[src/rtl/ddr5_sched_pkg.sv]
// ddr5_sched_pkg: shared types and constants for the DDR5 command scheduler.
//   cmd_e    : command codes driven on cmd_code
//   op_e     : request opcodes
//   st_e     : scheduler FSM states
//   address field positions, bank-table geometry, bank_idx() helper
package ddr5_sched_pkg;

  localparam int NUM_CH    = 2;
  localparam int NUM_BG    = 8;
  localparam int NUM_BANK  = 4;
  localparam int NUM_ENTRY = NUM_CH * NUM_BG * NUM_BANK;
  localparam int IDX_W     = 6;
  localparam int ADDR_W    = 36;
  localparam int ROW_W     = 16;
  localparam int COL_W     = 6;

  localparam int CH_BIT  = 6;
  localparam int BG_LSB  = 7;
  localparam int BG_MSB  = 9;
  localparam int BA_LSB  = 10;
  localparam int BA_MSB  = 11;
  localparam int COL_LSB = 12;
  localparam int COL_MSB = 17;
  localparam int ROW_LSB = 18;
  localparam int ROW_MSB = 33;

  typedef enum logic [2:0] {
    CMD_NOP, CMD_ACT0, CMD_ACT1, CMD_RD0, CMD_RD1, CMD_WR0, CMD_WR1, CMD_PRE
  } cmd_e;

  typedef enum logic [1:0] {OP_RD, OP_WR, OP_IF, OP_ILL} op_e;

  typedef enum logic [3:0] {
    ST_IDLE, ST_DECODE, ST_PRE, ST_ACT0, ST_ACT1, ST_CAS0, ST_CAS1, ST_DATA, ST_AUTO_PRE
  } st_e;

  // Flat bank-table index {ch, bg, bank}.
  function automatic logic [IDX_W-1:0] bank_idx(input logic ch, input logic [2:0] bg,
                                               input logic [1:0] ba);
    return {ch, bg, ba};
  endfunction

endpackage

[src/rtl/ddr5_bank_table.sv]
// ddr5_bank_table: open-row table, one {valid, row} entry per {ch, bg, bank}.
//   lk_idx/lk_row   : lookup key; hit = open at lk_row, closed = no open row
//   set_en/idx/row  : mark entry open with row (on ACT0)
//   clr_en/idx      : mark entry closed (on PRE)
//   rst_n           : async clear of the whole table
module ddr5_bank_table
  import ddr5_sched_pkg::*;
(
  input  logic             clk,
  input  logic             rst_n,
  input  logic [IDX_W-1:0] lk_idx,
  input  logic [ROW_W-1:0] lk_row,
  output logic             hit,
  output logic             closed,
  input  logic             set_en,
  input  logic [IDX_W-1:0] set_idx,
  input  logic [ROW_W-1:0] set_row,
  input  logic             clr_en,
  input  logic [IDX_W-1:0] clr_idx
);

  logic [NUM_ENTRY-1:0]            vld;
  logic [NUM_ENTRY-1:0][ROW_W-1:0] row;

  always_ff @(posedge clk or negedge rst_n) begin
    if (!rst_n) begin
      vld <= '0;
      row <= '0;
    end else begin
      if (set_en) begin
        vld[set_idx] <= 1'b1;
        row[set_idx] <= set_row;
      end
      if (clr_en) vld[clr_idx] <= 1'b0;
    end
  end

  assign closed = !vld[lk_idx];
  assign hit    = vld[lk_idx] && (row[lk_idx] == lk_row);

endmodule

[src/rtl/ddr5_cmd_scheduler.sv]
// ddr5_cmd_scheduler: in-order DDR5 command scheduler, one request in flight.
//   req_valid/ready/op/addr : request queue head (accepted only in IDLE)
//   cmd_valid/code/ch/bg/bank/row/col : command bus, at most one command per cycle;
//                             fields hold their last issued value while cmd_valid=0
//   done_valid/done_op      : pulse on the last data beat of a request
//   err                     : pulse when an illegal op is dropped
// Build option CLOSED_PAGE_EN: auto-precharge the bank after every access
// (closed-page). Default build keeps rows open until a conflict.
module ddr5_cmd_scheduler
  import ddr5_sched_pkg::*;
#(
  parameter int T_RCD   = 39,
  parameter int T_RP    = 39,
  parameter int T_RAS   = 76,
  parameter int T_CL    = 40,
  parameter int T_CWD   = 38,
  parameter int T_BURST = 8
) (
  input  logic        clk,
  input  logic        rst_n,
  input  logic        req_valid,
  output logic        req_ready,
  input  logic [1:0]  req_op,
  input  logic [35:0] req_addr,
  output logic        cmd_valid,
  output logic [2:0]  cmd_code,
  output logic        cmd_ch,
  output logic [2:0]  cmd_bg,
  output logic [1:0]  cmd_bank,
  output logic [15:0] cmd_row,
  output logic [5:0]  cmd_col,
  output logic        done_valid,
  output logic [1:0]  done_op,
  output logic        err
);

  localparam logic [7:0] RAS8    = 8'(T_RAS);
  localparam logic [7:0] RP8     = 8'(T_RP);
  // Wait counters are loaded two cycles after the reference command
  // (ACT0 -> ACT1 -> first CAS0 cycle, CAS0 -> CAS1 -> first DATA cycle).
  localparam logic [7:0] RCD_LD  = 8'(T_RCD - 2);
  localparam logic [7:0] RDAT_LD = 8'(T_CL + T_BURST - 2);
  localparam logic [7:0] WDAT_LD = 8'(T_CWD + T_BURST - 2);

  st_e              state, state_nx;
  cmd_e             code;
  logic [1:0]       r_op;
  logic             r_ch, h_ch;
  logic [2:0]       r_bg, h_bg;
  logic [1:0]       r_ba, h_ba;
  logic [COL_W-1:0] r_col, h_col;
  logic [ROW_W-1:0] r_row, h_row;
  logic [7:0]       wait_cnt, cnt_act, cnt_pre;
  logic             hit, closed, ras_ok, rp_ok, wait_done, is_wr, is_ill;
  logic [IDX_W-1:0] idx;
  logic             unused_addr;

  assign unused_addr = ^{req_addr[35:34], req_addr[5:0]};

  assign idx       = bank_idx(r_ch, r_bg, r_ba);
  assign ras_ok    = cnt_act >= RAS8;
  assign rp_ok     = cnt_pre >= RP8;
  assign wait_done = wait_cnt == 8'd0;
  assign is_wr     = r_op == OP_WR;
  assign is_ill    = r_op == OP_ILL;

  ddr5_bank_table u_tbl (
    .clk     (clk),
    .rst_n   (rst_n),
    .lk_idx  (idx),
    .lk_row  (r_row),
    .hit     (hit),
    .closed  (closed),
    .set_en  (code == CMD_ACT0),
    .set_idx (idx),
    .set_row (r_row),
    .clr_en  (code == CMD_PRE),
    .clr_idx (idx)
  );

  always_ff @(posedge clk or negedge rst_n) begin
    if (!rst_n) state <= ST_IDLE;
    else        state <= state_nx;
  end

  always_comb begin
    state_nx = state;
    case (state)
      ST_IDLE:     if (req_valid) state_nx = ST_DECODE;
      ST_DECODE: begin
        if (is_ill)      state_nx = ST_IDLE;
        else if (hit)    state_nx = ST_CAS0;
        else if (closed) state_nx = ST_ACT0;
        else             state_nx = ST_PRE;
      end
      ST_PRE:      if (ras_ok) state_nx = ST_ACT0;
      ST_ACT0:     if (rp_ok) state_nx = ST_ACT1;
      ST_ACT1:     state_nx = ST_CAS0;
      ST_CAS0:     if (wait_done) state_nx = ST_CAS1;
      ST_CAS1:     state_nx = ST_DATA;
      ST_DATA: begin
        if (wait_done) begin
`ifdef CLOSED_PAGE_EN
          state_nx = ST_AUTO_PRE;
`else
          state_nx = ST_IDLE;
`endif
        end
      end
      ST_AUTO_PRE: if (ras_ok) state_nx = ST_IDLE;
      default:     state_nx = ST_IDLE;
    endcase
  end

  always_comb begin
    code       = CMD_NOP;
    done_valid = 1'b0;
    err        = 1'b0;
    case (state)
      ST_DECODE:          err = is_ill;
      ST_PRE, ST_AUTO_PRE: if (ras_ok) code = CMD_PRE;
      ST_ACT0:            if (rp_ok) code = CMD_ACT0;
      ST_ACT1:            code = CMD_ACT1;
      ST_CAS0:            if (wait_done) code = is_wr ? CMD_WR0 : CMD_RD0;
      ST_CAS1:            code = is_wr ? CMD_WR1 : CMD_RD1;
      ST_DATA:            done_valid = wait_done;
      default:            ;
    endcase
  end

  assign req_ready = state == ST_IDLE;
  assign cmd_valid = code != CMD_NOP;
  assign cmd_code  = code;
  assign done_op   = done_valid ? r_op : 2'b00;
  assign cmd_ch    = cmd_valid ? r_ch  : h_ch;
  assign cmd_bg    = cmd_valid ? r_bg  : h_bg;
  assign cmd_bank  = cmd_valid ? r_ba  : h_ba;
  assign cmd_row   = cmd_valid ? r_row : h_row;
  assign cmd_col   = cmd_valid ? r_col : h_col;

  always_ff @(posedge clk or negedge rst_n) begin
    if (!rst_n) begin
      r_op     <= '0;
      r_ch     <= '0;
      r_bg     <= '0;
      r_ba     <= '0;
      r_col    <= '0;
      r_row    <= '0;
      h_ch     <= '0;
      h_bg     <= '0;
      h_ba     <= '0;
      h_col    <= '0;
      h_row    <= '0;
      wait_cnt <= '0;
      cnt_act  <= 8'hFF;
      cnt_pre  <= 8'hFF;
    end else begin
      if (req_valid && req_ready) begin
        r_op  <= req_op;
        r_ch  <= req_addr[CH_BIT];
        r_bg  <= req_addr[BG_MSB:BG_LSB];
        r_ba  <= req_addr[BA_MSB:BA_LSB];
        r_col <= req_addr[COL_MSB:COL_LSB];
        r_row <= req_addr[ROW_MSB:ROW_LSB];
      end
      case (state)
        ST_DECODE: wait_cnt <= 8'd0;
        ST_ACT1:   wait_cnt <= RCD_LD;
        ST_CAS1:   wait_cnt <= is_wr ? WDAT_LD : RDAT_LD;
        ST_CAS0, ST_DATA: if (!wait_done) wait_cnt <= wait_cnt - 8'd1;
        default:   ;
      endcase
      // Value k in cycle N means the command went out in cycle N-k; saturates.
      if (code == CMD_ACT0)      cnt_act <= 8'd1;
      else if (cnt_act != 8'hFF) cnt_act <= cnt_act + 8'd1;
      if (code == CMD_PRE)       cnt_pre <= 8'd1;
      else if (cnt_pre != 8'hFF) cnt_pre <= cnt_pre + 8'd1;
      if (cmd_valid) begin
        h_ch  <= r_ch;
        h_bg  <= r_bg;
        h_ba  <= r_ba;
        h_col <= r_col;
        h_row <= r_row;
      end
    end
  end

endmodule

[config.mk]
export PLATFORM = sky130hd
export DESIGN_NAME = ddr5_cmd_scheduler
export DESIGN_NICKNAME = d
export VERILOG_FILES = /design/src/rtl/ddr5_sched_pkg.sv /design/src/rtl/ddr5_bank_table.sv /design/src/rtl/ddr5_cmd_scheduler.sv
export SDC_FILE = /design/constraint.sdc
export NUM_CORES = 2
export LEC_CHECK = 0
export ABC_AREA = 1
export BUFFER_PORTS_ARGS = -buffer_cell sky130_fd_sc_hd__buf_2
export CAP_MARGIN = 40
export CORE_MARGIN = 8
export CORE_UTILIZATION = 40
export DETAILED_ROUTE_END_ITERATION = 7
export PLACE_DENSITY = 0.6
export SETUP_SLACK_MARGIN = 0.15
export SLEW_MARGIN = 0
export SYNTH_ARGS = -nofsm -noshare
export SYNTH_HDL_FRONTEND = slang
export SYNTH_SLANG_ARGS = --single-unit
[constraint.sdc]
create_clock -name clk -period 7.3 [get_ports clk]
set_clock_uncertainty 0.2 [all_clocks]
set_input_delay 1.46 -clock clk [delete_from_list [all_inputs] [get_ports clk]]
set_output_delay 1.46 -clock clk [all_outputs]
set_load 0.01 [all_outputs]
**Yosys cells after proc, flatten, opt, wreduce, memory -nomap -nowiden**

Cells that the tools add are included.

- Register bits after elaboration: 1174
- Input port bits: 41
- Output and inout port bits: 37
- Word-level logic and storage cells: 167

- Add/subtract/negate cells: 3
- Order comparisons: 4
- Equality and inequality tests: 22
- Mux-type cells: 42
- Bitwise operators: 3
- Reductions and logical operators: 13

Operator list:

| operator | number |
|---|---|
| bitwise mux 1024 bit | 1 |
| 2-to-1 mux 64 bit | 2 |
| binary-select mux 16 bit (select 6 bit) | 1 |
| demux 16 bit (select 6 bit) | 1 |
| AND 64 bit | 1 |
| NOT 64 bit | 1 |
| OR 64 bit | 1 |
| 2-to-1 mux 16 bit | 3 |
| 2-to-1 mux 8 bit | 5 |
| one-hot mux 4 bit (9 select lines) | 1 |
| one-hot mux 8 bit (4 select lines) | 1 |
| 2-to-1 mux 4 bit | 6 |
| 2-to-1 mux 3 bit | 6 |
| adder 8 x 1 -> 8 bit (second input constant) | 2 |
| == test 16 bit | 1 |
| == test 4 x 3 -> 1 bit (second input constant) | 4 |
| inequality test 8 bit (second input constant) | 2 |
| one-hot mux 3 bit (5 select lines) | 1 |
| inequality test 2 bit (second input constant) | 7 |
| == test 4 x 2 -> 1 bit (second input constant) | 2 |
| greater-or-equal comparator 8 x 6 -> 1 bit (second input constant) | 1 |
| greater-or-equal comparator 8 x 7 -> 1 bit (second input constant) | 1 |
| logical NOT 8 bit | 1 |
| 2-to-1 mux 2 bit | 4 |
| other kinds (21) | 31 |

**Longest topological paths before layout**

- Word-level depth: 8
- Gate-level depth with buffers: 19
- Depth with buffers taken out: 17

**Cells and area by module**

Synthesis repeated with hierarchy kept, for this count alone.

- Cell total of the unflattened synthesis: 6779
- Area, all modules: 54290.8 um^2

By module, submodules not included:

| module | instances | cells each | area each (um^2) | seq. area each (um^2) |
|---|---|---|---|---|
| ddr5_bank_table | 1 | 6362 | 50139.3 | 27226.1 |
| ddr5_cmd_scheduler | 1 | 417 | 4151.5 | 2147.1 |

**Worst setup path after synthesis**

Ideal clock, no wire load.

- Kind: reg2out
- Start: register cnt_pre[0]
- End: output cmd_bank[0]
- Arrival: 2381 ps
- Required time: 5640 ps
- Slack: 3259 ps
- Cell stages (with the launch flop): 14
- Buffers on the path: 3
- Path through: dfstp_2 > ha_1 > nand2_1 > inv_1 > o21ai_0 > nand4_1 > nand2_2 > buf_2 > nand3_1 > nor2_1 > nand2_1 > buf_2 > buf_2 > a21oi_1

- Cells in the longest elaborated chain, start to end: 5

Ends and longest elaborated chain:

| item | line | RTL |
|---|---|---|
| start, declared | ddr5_cmd_scheduler.sv:53 | `logic [7:0] wait_cnt, cnt_act, cnt_pre;` |
| start signal, assigned | ddr5_cmd_scheduler.sv:177 | `else if (cnt_pre != 8'hFF) cnt_pre <= cnt_pre + 8'd1;` |
| greater-or-equal comparator 8 x 6 -> 1 bit | ddr5_cmd_scheduler.sv:62 | `assign rp_ok = cnt_pre >= RP8;` |
| 2-to-1 mux 1 bit | ddr5_cmd_scheduler.sv:122 | `ST_ACT0: if (rp_ok) code = CMD_ACT0;` |
| one-hot mux 3 bit (5 select lines) | ddr5_cmd_scheduler.sv:119 | `case (state)` |
| net cmd_code[0] | ddr5_cmd_scheduler.sv:26 | `output logic [2:0] cmd_code,` |
| nonzero test 3 bit | ddr5_cmd_scheduler.sv:132 | `assign cmd_valid = code != CMD_NOP;` |
| net cmd_valid | ddr5_cmd_scheduler.sv:25 | `output logic cmd_valid,` |
| 2-to-1 mux 2 bit | - |  |
| end, declared | ddr5_cmd_scheduler.sv:29 | `output logic [1:0] cmd_bank,` |

The timed path passes the listed nets, and every way through them passes these cells.

**Worst setup path after layout**

- Start: register cnt_act[4]
- End: output cmd_col[3]

- Cells in the longest elaborated chain, start to end: 5

Ends and longest elaborated chain:

| item | line | RTL |
|---|---|---|
| start, declared | ddr5_cmd_scheduler.sv:53 |  |
| start signal, assigned | ddr5_cmd_scheduler.sv:175 | `else if (cnt_act != 8'hFF) cnt_act <= cnt_act + 8'd1;` |
| greater-or-equal comparator 8 x 7 -> 1 bit | ddr5_cmd_scheduler.sv:61 | `assign ras_ok = cnt_act >= RAS8;` |
| 2-to-1 mux 3 bit | ddr5_cmd_scheduler.sv:121 | `ST_PRE, ST_AUTO_PRE: if (ras_ok) code = CMD_PRE;` |
| one-hot mux 3 bit (5 select lines) | ddr5_cmd_scheduler.sv:119 |  |
| nonzero test 3 bit | ddr5_cmd_scheduler.sv:132 |  |
| 2-to-1 mux 6 bit | - |  |
| end, declared | ddr5_cmd_scheduler.sv:31 | `output logic [5:0] cmd_col,` |

Every way passes these cells.

==> reports/qor.yml <==
run_status:
  status: "completed"
synthesis:
  async_flop_share: 1.00
  synth-edff-count: 0
  yosysWarnings: 0
  yosysSeqAreaShare: 0.533
  yosys-top-cells-area: "dfrtp_1 (53%), nand2_1 (14%), o21ai_0 (9.6%)"
  syn-instance-count: 6979
  synth_area_um2: 55100
  synth_top_area_share: 0.526
  yosysMostFrequentCell: "nand2_1"
  yosys_register_bits: 1173
  synthTopCellsByCount: "nand2_1 (2114), dfrtp_1 (1157), o21ai_0 (1051)"
  synthDistinctLibCells: 44
  avgSynthCellArea_um2: 7.89
  syn_nets: 7025
  synth_top_area_cell: "dfrtp_1"
  synthFlopType: "dfrtp_1"
place:
  hpwl_um: 100000
  dp_cells: 8488
  place_ws_ps: 2550
  gp_congestion: 0.869
  io_buffers: 69
global_routing:
  grt_pass1_vias: 44183
  grt_max_degree: 193
  grt_pass1_wl_um: 265000
  antenna_found_initial: 3
  overflow: 0
  grt_usage: 0.224
setup_path:
  critPathKind: "flip-flop to primary output"
  slowest_delay_ps: 550
  worstPathCellList: "inv_1 > nand3b_1 > nand2_1 > nand2_1 > nand2_2 > inv_1 > nor2_1 > o21a_1 > nand2_2 > buf_12 > mux2_2 > buf_2"
  cp_slowest_cell: "dfstp_2"
  worstPathRequired_ps: 5640
  cp-start-kind: "flip-flop"
  crit_family: "simple AND/OR/NAND/NOR gates"
  worstPathArrival_ps: 3680
  cp_num_buf_inv: 4
  end_kind: "primary output"
  critPathMaxFanout: 49
timing:
  tightest_slew_ps: 1140
  clock.fmax_ghz: 0.187
  rsz0062_at_grt: "no"
  period_share: 0.732
  relSlewSlack: 0.242
  final.min_clock_period_ps: 5340
  final_hold_viol_count: 0
  setup-violations-final: 0
  worst_slack_ps: 1960
  finalSetupTns_ps: 0
  slew_viol_final: 0
finish:
  seqCellArea_um2: 29400
  nNetsFinal: 6876
  stdcell_count: 8734
  area_growth_pct: 11.7
  drive_gt1_frac: 0.0793
  multi_input_area_um2: 20300
  n_fill_cell: 13491
drt:
  ant_nets: 0
  wire_per_inst_um: 19.5
  first_iter_violations: 4620
  finalWirelength_um: 170000
  drt_pass1_iterations: 6
  drcViolationCount: 0
  avgViaCountPerCell: 5.23
  via_count: 45713
clock_tree:
  path_clk_slew_ps: 60
  cts_root_buf: "clkbuf_16"
  holdBufCountCts: 0
  cts_resized: 0
  htree_levels: 4
  cts_sinks: 1173
  cts_post_setup_buffers_inserted: 0
  cts_buffer_depth: 3
  cts_tree: "built"
  cts_inserted_buffers: 134
  clk_latency_ps: 770
die:
  chipHeight_um: 387
  die_w_um: 387
  start_util: 0.402
  core_um2: 137000
  rows: 136
  dieArea_um2: 150000
  pin_count: 78
min_path:
  holdCritPathClass: "flip-flop to flip-flop"
pwr:
  p_per_area_nw_per_um2: 217
  ir_drop_v: 0.000179
  p_leak_nw: 30.9
run:
  drv_cap: 0
[report_power, final]
group | internal, mW | total [mW] | switching [mW]
Clock | 3.97 | 6.70 | 2.73
Sequential | 6.50 | 6.50 | 0
Combinational | 0.0162 | 0.148 | 0.132
Total | 10.5 | 13.4 | 2.86
[cells by family (layout without fill, tap and decap cells)]
logic type / count (synthesis) / after routing / synth area share
buffers and inverters: 1405 / 1362 / 0.101
AND/OR/NAND/NOR: 2732 / 2732 / 0.196
flip-flops: 1173 / 1173 / 0.533
other: 0 / 4 / 0
multiplexers: 13 / 13 / 0.00266
AO/OA/AOI/OAI: 1644 / 1644 / 0.164
adder cells (fa/ha/maj): 5 / 5 / 0.00114
XOR/XNOR: 7 / 7 / 0.00111
[sequential cells by signal, indices dropped and copies added, names as in the netlist]
name,cells
h_ch,1
cnt_pre,8
r_row,16
r_op,2
r_ch,1
h_col,6
state,3
cnt_act,8
r_col,6
h_row,16
r_bg,3
h_ba,2
h_bg,3
wait_cnt,8
r_ba,2
u_tbl.row,1024
u_tbl.vld,64
[path summary, 6_finish.rpt]
path                                      from  slack [ps]             end  cells past startpoint
worst min register to register  u_tbl.row[745]         280  u_tbl.row[745]                      2
min in group asynchronous                rst_n         490  u_tbl.row[243]                      1
worst max-delay path                cnt_act[4]        1960      cmd_col[3]                     12
worst max register to register         r_ba[0]        2470        state[1]                     17
max in group asynchronous                rst_n        4770  u_tbl.row[596]                      2
worst min-delay path            u_tbl.row[745]         280  u_tbl.row[745]                      2
[cell type report]
cell class	count	share of cell area
sequential	1173	0.478
inverter	911	0.0559
antenna	4	0.000163
clock inverter	32	0.00488
timing repair buffer	209	0.0282
tap	1794	0.0365
multi-input combinational	4401	0.329
clock buffer	210	0.0668
[placed cells by master, fill, tap and decap left out, types with 34 or more instances in the layout]
cell	count
nand3_1	237
a21oi_1	52
clkbuf_8	34
inv_1	888
nand2_1	2111
buf_4	115
nor2_2	40
buf_2	68
o211ai_1	264
dfrtp_1	1140
clkbuf_16	140
clkbuf_1	36
o21ai_0	1051
o22ai_1	89
nor2_1	283
o21ai_1	168
[metal layers]
metal,part of all wire,GRT usage
met5,0,0
met4,0.036,0.0817
met3,0.073,0.0417
met2,0.44,0.348
met1,0.45,0.314
[worst reg2reg max path, cell delays in order (launching register included)]
cell and delay (ps):
dfrtp_4 800, buf_12 580, buf_4 840, nand2_1 110
o211ai_1 110, nand2_1 100, o21ai_1 140, nand2_1 260
nor2_1 330, nand2_1 90, nand2_1 80, nand2_1 130
nor2_1 160, nand2_1 70, nor2_1 410, nand3_1 140
nand2_1 80, a21boi_0 70
[through the flow]
stage | total power, mW | hold WS [ps] | area, µm² | utilization
6_report | 13.4 | 281 | 61500 | 0.449
3_3_place_gp | 6.78 | 261 | 56800 | 0.415
5_1_grt | 13.8 | 296 | 61500 | 0.449
2_1_floorplan | 6.62 | 248 | 55100 | -
4_1_cts | 13.5 | 282 | 61500 | 0.449
3_5_place_dp | 6.78 | 268 | 57100 | 0.417
Note: power is estimated with default switching activity, not from simulation.
